File: src/rtl/toggle_divider_bank_if.sv
// ----------------------------------------------------------------------------
// toggle_divider_bank_if
//   Bundles the control inputs and toggle outputs of toggle_divider_bank.
//   Clock and reset are not part of the bundle.
//
//   tog_en    [Width]        per-channel count/toggle enable
//   clr       [Width]        per-channel synchronous clear/re-arm
//   one_shot  [Width]        per-channel mode, 1 = stop after first toggle
//   div_val   [Count_Width]  shared divide value, period = div_val+1 enables
//   Q         [Width]        registered toggle outputs
//   done      [Width]        channel has completed its one-shot toggle
//   tog_pulse [Width]        one-cycle strobe aligned with a new Q value
//
//   master: drives controls, observes outputs (stimulus side)
//   slave : the divider bank itself
// ----------------------------------------------------------------------------
interface toggle_divider_bank_if #(
    parameter int Width       = 1,
    parameter int Count_Width = 8
);
    logic [Width-1:0]       tog_en;
    logic [Width-1:0]       clr;
    logic [Width-1:0]       one_shot;
    logic [Count_Width-1:0] div_val;
    logic [Width-1:0]       Q;
    logic [Width-1:0]       done;
    logic [Width-1:0]       tog_pulse;

    modport master (
        output tog_en, clr, one_shot, div_val,
        input  Q, done, tog_pulse
    );

    modport slave (
        input  tog_en, clr, one_shot, div_val,
        output Q, done, tog_pulse
    );
endinterface

File: src/rtl/toggle_divider_bank.sv
// ----------------------------------------------------------------------------
// toggle_divider_bank
//   Bank of Width independent toggle channels. Each channel flips its Q output
//   once per (div_val+1) enabled cycles; in one-shot mode it stops after the
//   first toggle until cleared. With div_val=0 and no one-shot a channel is a
//   plain enabled toggle flip-flop.
//
//   Ports:
//     clk     core clock, all state on rising edge
//     ares_L  asynchronous reset, active low
//     bus     toggle_divider_bank_if.slave (tog_en, clr, one_shot, div_val in;
//             Q, done, tog_pulse out)
//
//   Parameters:
//     Width        number of channels
//     Count_Width  width of per-channel counter and div_val
//     Init_Value   value of Q after reset and on clr
//
//   Configuration macro: TOGGLE_BANK_PULSE_EN
//     defined   : tog_pulse[i] is a registered strobe high for the cycle in
//                 which Q[i] shows a counted toggle (never for clr changes)
//     undefined : tog_pulse is tied low and no pulse flops exist
// ----------------------------------------------------------------------------
module toggle_divider_bank #(
    parameter int               Width       = 1,
    parameter int               Count_Width = 8,
    parameter logic [Width-1:0] Init_Value  = '0
) (
    input  logic                       clk,
    input  logic                       ares_L,
    toggle_divider_bank_if.slave       bus
);

    typedef enum logic {
        RUN  = 1'b0,
        DONE = 1'b1
    } state_t;

    state_t                 state [Width];
    logic [Count_Width-1:0] cnt   [Width];
    logic [Width-1:0]       q_r;
    logic [Width-1:0]       done_r;
    logic [Width-1:0]       hit;

    // A channel toggles when enabled, running, not being cleared, and its
    // count has reached div_val. The >= lets a lowered div_val fire at once.
    always_comb begin
        hit = '0;
        for (int unsigned i = 0; i < Width; i++) begin
            hit[i] = bus.tog_en[i] && !bus.clr[i] && (state[i] == RUN) &&
                     (cnt[i] >= bus.div_val);
        end
    end

    always_ff @(posedge clk or negedge ares_L) begin
        if (!ares_L) begin
            for (int unsigned i = 0; i < Width; i++) begin
                cnt[i]   <= '0;
                state[i] <= RUN;
            end
            q_r    <= Init_Value;
            done_r <= '0;
        end else begin
            for (int unsigned i = 0; i < Width; i++) begin
                if (bus.clr[i]) begin
                    cnt[i]    <= '0;
                    q_r[i]    <= Init_Value[i];
                    state[i]  <= RUN;
                    done_r[i] <= 1'b0;
                end else if (state[i] == DONE) begin
                    cnt[i] <= '0;
                end else if (bus.tog_en[i]) begin
                    if (hit[i]) begin
                        q_r[i] <= ~q_r[i];
                        cnt[i] <= '0;
                        if (bus.one_shot[i]) begin
                            state[i]  <= DONE;
                            done_r[i] <= 1'b1;
                        end
                    end else begin
                        cnt[i] <= cnt[i] + Count_Width'(1);
                    end
                end
            end
        end
    end

    assign bus.Q    = q_r;
    assign bus.done = done_r;

`ifdef TOGGLE_BANK_PULSE_EN
    logic [Width-1:0] pulse_r;

    always_ff @(posedge clk or negedge ares_L) begin
        if (!ares_L) begin
            pulse_r <= '0;
        end else begin
            pulse_r <= hit;
        end
    end

    assign bus.tog_pulse = pulse_r;
`else
    assign bus.tog_pulse = '0;
`endif

endmodule

File: src/flat_wrapper.sv
// flat-port wrapper written by rule: the top's interface ports become plain ports
module toggle_divider_bank_flat 
#(
    parameter int               Width       = 1,
    parameter int               Count_Width = 8,
    parameter logic [Width-1:0] Init_Value  = '0
)
  (clk, ares_L, bus_tog_en, bus_clr, bus_one_shot, bus_div_val, bus_Q, bus_done, bus_tog_pulse);
  toggle_divider_bank_if #(.Width(Width), .Count_Width(Count_Width)) bus_i ();
  input  logic clk;
  input  logic ares_L;
  input wire logic [$bits(bus_i.tog_en)-1:0] bus_tog_en;
  input wire logic [$bits(bus_i.clr)-1:0] bus_clr;
  input wire logic [$bits(bus_i.one_shot)-1:0] bus_one_shot;
  input wire logic [$bits(bus_i.div_val)-1:0] bus_div_val;
  output wire logic [$bits(bus_i.Q)-1:0] bus_Q;
  output wire logic [$bits(bus_i.done)-1:0] bus_done;
  output wire logic [$bits(bus_i.tog_pulse)-1:0] bus_tog_pulse;
  assign bus_i.tog_en = bus_tog_en;
  assign bus_i.clr = bus_clr;
  assign bus_i.one_shot = bus_one_shot;
  assign bus_i.div_val = bus_div_val;
  assign bus_Q = bus_i.Q;
  assign bus_done = bus_i.done;
  assign bus_tog_pulse = bus_i.tog_pulse;
  toggle_divider_bank #(.Width(Width), .Count_Width(Count_Width), .Init_Value(Init_Value)) u_core (.clk(clk), .ares_L(ares_L), .bus(bus_i));
endmodule
File: config.mk
export PLATFORM = sky130hd
export DESIGN_NAME = toggle_divider_bank_flat
export DESIGN_NICKNAME = d
export VERILOG_FILES = /design/src/rtl/toggle_divider_bank_if.sv /design/src/rtl/toggle_divider_bank.sv /design/src/flat_wrapper.sv
export SDC_FILE = /design/constraint.sdc
export NUM_CORES = 1
export LEC_CHECK = 0
export BUFFER_PORTS_ARGS = -buffer_cell sky130_fd_sc_hd__buf_2
export CORE_AREA = 4 4 49 51
export CTS_CLUSTER_SIZE = 25
export DETAILED_ROUTE_END_ITERATION = 10
export DIE_AREA = 0 0 53 55
export PLACE_DENSITY = 0.6
export SETUP_SLACK_MARGIN = 0.05
export SYNTH_ARGS = -nofsm -noshare
export SYNTH_HDL_FRONTEND = slang
export SYNTH_SLANG_ARGS = --single-unit
File: constraint.sdc
create_clock -name clk -period 1.9 [get_ports clk]
set_input_delay 0.285 -clock clk [delete_from_list [all_inputs] [get_ports clk]]
set_output_delay 0.285 -clock clk [all_outputs]
set_load 0.05 [all_outputs]
**After elaboration in Yosys (flattened, before gate mapping)**

Cells that the tools add are included.

- Logic and storage cells: 37
- Flip-flop bits (word level): 11

- Eq/ne operators: 1
- Reductions and logical operators: 10
- Muxes and demuxes: 18
- Bitwise logic cells: 2
- $add $sub $neg: 1
- Magnitude comparators: 1

Operators with widths:

| kind | number |
|---|---|
| 8-bit two-way mux | 4 |
| 1-bit two-way mux | 14 |
| 8-bit by 1-bit adder with 8-bit output, second input constant | 1 |
| 8-bit >= comparator | 1 |
| 2-bit nonzero test | 3 |
| 4-bit AND reduction | 1 |
| 1-bit logical AND | 3 |
| 3-bit AND reduction | 1 |
| 3-bit nonzero test | 1 |
| 2-bit != test, second input constant | 1 |
| 1-bit NOT | 2 |
| 1-bit zero test | 1 |

**Longest topological paths before layout**

- Depth in word-level cells: 8
- Gate-level depth with buffers: 8
- Gate-level depth less buffers: 7

**Worst setup path after synthesis**

Ideal clock, no wire load.

- Path type: register to register
- From: reg u_core.cnt[0] (netlist name)
- To: reg u_core.cnt[5] (netlist name)
- Clock period less this slack: 1.883 ns
- Setup time: 0.064 ns
- Slack: 0.017 ns
- Cell stages (with the launch flop): 9
- Path buffers: 1
- Data required time: 1.836 ns
- Arrival: 1.819 ns
- Path through: dfrtp_1 > inv_1 > ha_1 > nand2b_4 > a2111o_1 > a211oi_2 > buf_6 > a21o_2 > a22o_2

- Longest elaborated chain between the ends: 6

RTL lines:

| element | RTL line | text |
|---|---|---|
| from (decl) | toggle_divider_bank.sv:40 | `logic [Count_Width-1:0] cnt [Width];` |
| from (signal, indexed assignment) | toggle_divider_bank.sv:81 | `cnt[i] <= cnt[i] + Count_Width'(1);` |
| 8-bit >= comparator | toggle_divider_bank.sv:51 | `(cnt[i] >= bus.div_val);` |
| 1-bit logical AND | toggle_divider_bank.sv:50 | `hit[i] = bus.tog_en[i] && !bus.clr[i] && (state[i] == RUN) &&` |
| 8-bit two-way mux * | toggle_divider_bank.sv:73 | `if (hit[i]) begin` |
| 8-bit two-way mux * | toggle_divider_bank.sv:72 | `end else if (bus.tog_en[i]) begin` |
| 8-bit two-way mux * | toggle_divider_bank.sv:70 | `end else if (state[i] == DONE) begin` |
| 8-bit two-way mux * | toggle_divider_bank.sv:65 | `if (bus.clr[i]) begin` |

Mark *: on every way between the ends. The rest lies on a longest branch, timed or not. The select of a mux whose other input is x is not followed.
A chain may end at the register's enable or synchronous reset.

**Final worst setup path**

- From: reg u_core.cnt[0] (netlist name)
- To: reg u_core.cnt[3] (netlist name)

Same word-level chain as after synthesis.

==> results.sh <==
export IMPL_setup_viol=1
export IMPL_critical_path_slowest_cell="a2111o_1"
export IMPL_ys_warn_count=0
export IMPL_violations="setup timing"
export IMPL_crit_required_ns=2.12
export IMPL_ios=16
export IMPL_hpwl_um=1247
export IMPL_dr_pass1_iters=4
export IMPL_vias=680
export IMPL_wl_per_cell_um=12.29
export IMPL_h_tree_depth=1
export IMPL_hold_class="in2reg"
export IMPL_timing_fmax_mhz=526.2
export IMPL_area_growth_pct=34.92
export IMPL_rrSetupSlack_ns=-0.0005
export IMPL_synth_fa_ha_area_share_pct=14.75
export IMPL_finalNetCount=135
export IMPL_reg2reg_from="u_core.cnt[0]"
export IMPL_synth_cell_types=24
export IMPL_worst_hold_slack_ns=0.2422
export IMPL_drc=0
export IMPL_place_ws_ns=-0.1194
export IMPL_grt_antenna_before_repair=0
export IMPL_min_to="u_core.state"
export IMPL_synth_nets=105
export IMPL_grt_pass1_vias=678
export IMPL_cp_startpoint="u_core.cnt[0]"
export IMPL_finalWeightedCongestion=0.8326
export IMPL_criticalPathCategory="reg2reg"
export IMPL_layout_min_cycle_time_ns=1.901
export IMPL_drtAntennaViolNets=0
export IMPL_cap_violations=0
export IMPL_numCtsBuffers=3
export IMPL_status="complete, but fails checks"
export IMPL_dieWidth_um=53
export IMPL_synth_top_family_by_area="compound AO/OA/AOI/OAI gates"
export IMPL_arrival_ns=2.12
export IMPL_synthMuxAreaShare_pct=3.934
export IMPL_synth_xor_xnor_area_share_pct=0
export IMPL_row_count=16
export IMPL_leakagePower_uw=0.0005335
export IMPL_netlist_instances=83
export IMPL_whs_path_depth=2
export IMPL_hp_start="bus_one_shot"
export IMPL_grt_pass1_wl_um=2732
export IMPL_cp_max_fo=6
export IMPL_synth_compound_area_share_pct=18.52
export IMPL_worst_slack_ns=-0.0005289
export IMPL_synthSimpleGateAreaFrac_pct=18.36
export IMPL_core_um2=1942
export IMPL_cts_root_buf="clkbuf_4"
export IMPL_drt_vias_per_instance=4.892
export IMPL_rsz0062_at_grt="true"
export IMPL_chipHeight_um=55
export IMPL_avgSynthCellArea_um2=9.196
export IMPL_synth_seq_area_share_pct=36.07
export IMPL_worst_setup_path_start_kind="flop"
export IMPL_cts_sinks=11
export IMPL_track_usage_pct=13.20
export IMPL_cp_end_kind="flop"
export IMPL_initial_utilization_pct=39.30
export IMPL_r2r_end="u_core.cnt[3]"
export IMPL_clk_pin_slew_worst_paths_ns=0.07
export IMPL_grt_max_degree=12
export IMPL_cp_slowest_stage_delay_ns=0.40
export IMPL_drive_gt1_share_pct=41.96
export IMPL_slew_viol_final=0
export IMPL_clock_skew_ns=0.001185
export IMPL_vdd_drop_max_mv=0.2721
export IMPL_power_density_nw_per_um2=491.6
export IMPL_grt_remaining_overflow=0
export IMPL_fin_crit_sh_pct=100.0
export IMPL_cts_tree="built"
export IMPL_syn_cell_area_um2=763.2
export IMPL_antenna_cells=0
export IMPL_crit_chain="inv_1 -> ha_1 -> nand2b_4 -> a2111o_1 -> a211oi_2 -> buf_4 -> a21o_2 -> a22o_2"
export IMPL_wl_um=1709
export IMPL_reg2reg_depth=8
export IMPL_clk_insertion_delay_late_ns=0.27
export IMPL_ys_ff_latch=11
export IMPL_finalHoldViolCount=0
export IMPL_port_buffers=14
export IMPL_dieArea_um2=2915
export IMPL_clockBufferDepth=2
export IMPL_drtIter0Drc=6
-- cells in the mapped netlist --
library cell | instances | area (um2)
nand4_1 | 3 | 18.77
nand2_1 | 9 | 33.78
a2111o_1 | 1 | 11.26
inv_1 | 11 | 41.29
a211oi_2 | 1 | 12.51
o21ai_0 | 2 | 10.01
mux2i_1 | 3 | 30.03
a22o_2 | 3 | 30.03
dfrtp_1 | 11 | 275.3
o311ai_1 | 2 | 17.52
and2_1 | 1 | 6.260
a21o_2 | 2 | 17.52
ha_1 | 9 | 112.6
or2_2 | 1 | 6.260
a21oi_1 | 5 | 25.02
buf_4 | 1 | 7.510
buf_6 | 1 | 11.26
and3_1 | 1 | 6.260
nand3_1 | 7 | 35.03
nor2_1 | 4 | 15.01
a22o_1 | 2 | 17.52
nor3_1 | 1 | 5.000
conb_1 | 1 | 3.750
nand2b_4 | 1 | 13.76
-- metal layers --
| layer | global-route usage [%] | part of all wire [%] | wire length, um | vias up |
|---|---|---|---|---|
| met5 | 0 | 0 | 0 | - |
| met2 | 21.69 | 50 | 848 | 9 |
| met1 | 15.74 | 45 | 767 | 314 |
| li1 | - | - | - | 352 |
| met4 | 8.936 | 2.6 | 45 | 0 |
| met3 | 2.413 | 2.8 | 47 | 5 |
-- registers in the layout, summed over array words and instances (netlist names) --
register,cells
u_core.bus.Q,1
u_core.cnt,8
u_core.state,1
u_core.bus.done,1
-- area by class of cell --
class	count	area, um2
Sequential cell	11	275.3
Fill cell	187	912.1
Timing Repair Buffer	27	170.2
Tap cell	27	33.78
Inverter	11	41.29
Clock buffer	4	26.28
Multi-Input combinational cell	59	483.0
-- critical path: cells and delay by family (launching register included) --
family          cells  cell delay, ns
compound gates      4            0.86
flops               1            0.35
fa+ha+maj           1            0.27
buf+inv             2            0.23
simple gates        1            0.13
-- cell usage in the layout (no fill, tap or decap), types with 4 or more instances in the layout --
cell | netlist | final
buf_2 | 0 | 14
dfrtp_1 | 11 | 11
buf_4 | 1 | 12
inv_1 | 11 | 11
a21oi_2 | 0 | 4
ha_1 | 9 | 8
nand3_1 | 7 | 5
nand2_1 | 9 | 9
-- power breakdown --
group / leakage (uW) / internal [uW] / switching (uW)
Combinational: 0.000366 / 49.0 / 50.5
Clock: 0.0000150 / 81.5 / 85.2
Sequential: 0.000152 / 238 / 2.12
-- how the worst max path moves through the flow --
stage	to	cells after the start
floorplan	u_core.cnt[5]	8
global placement	u_core.cnt[6]	7
CTS	u_core.cnt[4]	8
finish	u_core.cnt[3]	8
global route	u_core.cnt[3]	8
detailed placement	u_core.cnt[6]	7
-- cells by family (layout without fill, tap and decap cells) --
kind of cell,Yosys count,in the layout
AOI/OAI and AO/OA,18,18
adders and majority gates,9,9
buffers and inverters,13,42
DFF,11,11
muxes,3,3
other,1,1
and+or+nand+nor,28,28
-- per-stage QoR --
stage | TNS, ns | cell area, um2 | cells | util [%] | total power, uW
floorplan | 0 | 763.2 | 83 | - | 299.4
finish | -0.0005289 | 1030 | 139 | 53.03 | 506.2
detailed placement | -0.1826 | 923.4 | 132 | 47.55 | 334.0
CTS | -0.05190 | 991.0 | 138 | 51.03 | 507.9
global placement | -0.1526 | 923.4 | 132 | 47.55 | 330.3
global route | -0.4504 | 1030 | 139 | 53.03 | 535.8
-- repair_timing --
item | in CTS | in global routing
setup buffers | 1 | 1
resized for setup | 4 | 6
hold buffers | 1 | 0
endpoints found under the setup margin | 7 | 11
pin swaps | 3 | 5
endpoints found under the hold margin | 11 | 0
cloned | 0 | 0
Note: power is estimated with default switching activity, not from simulation.
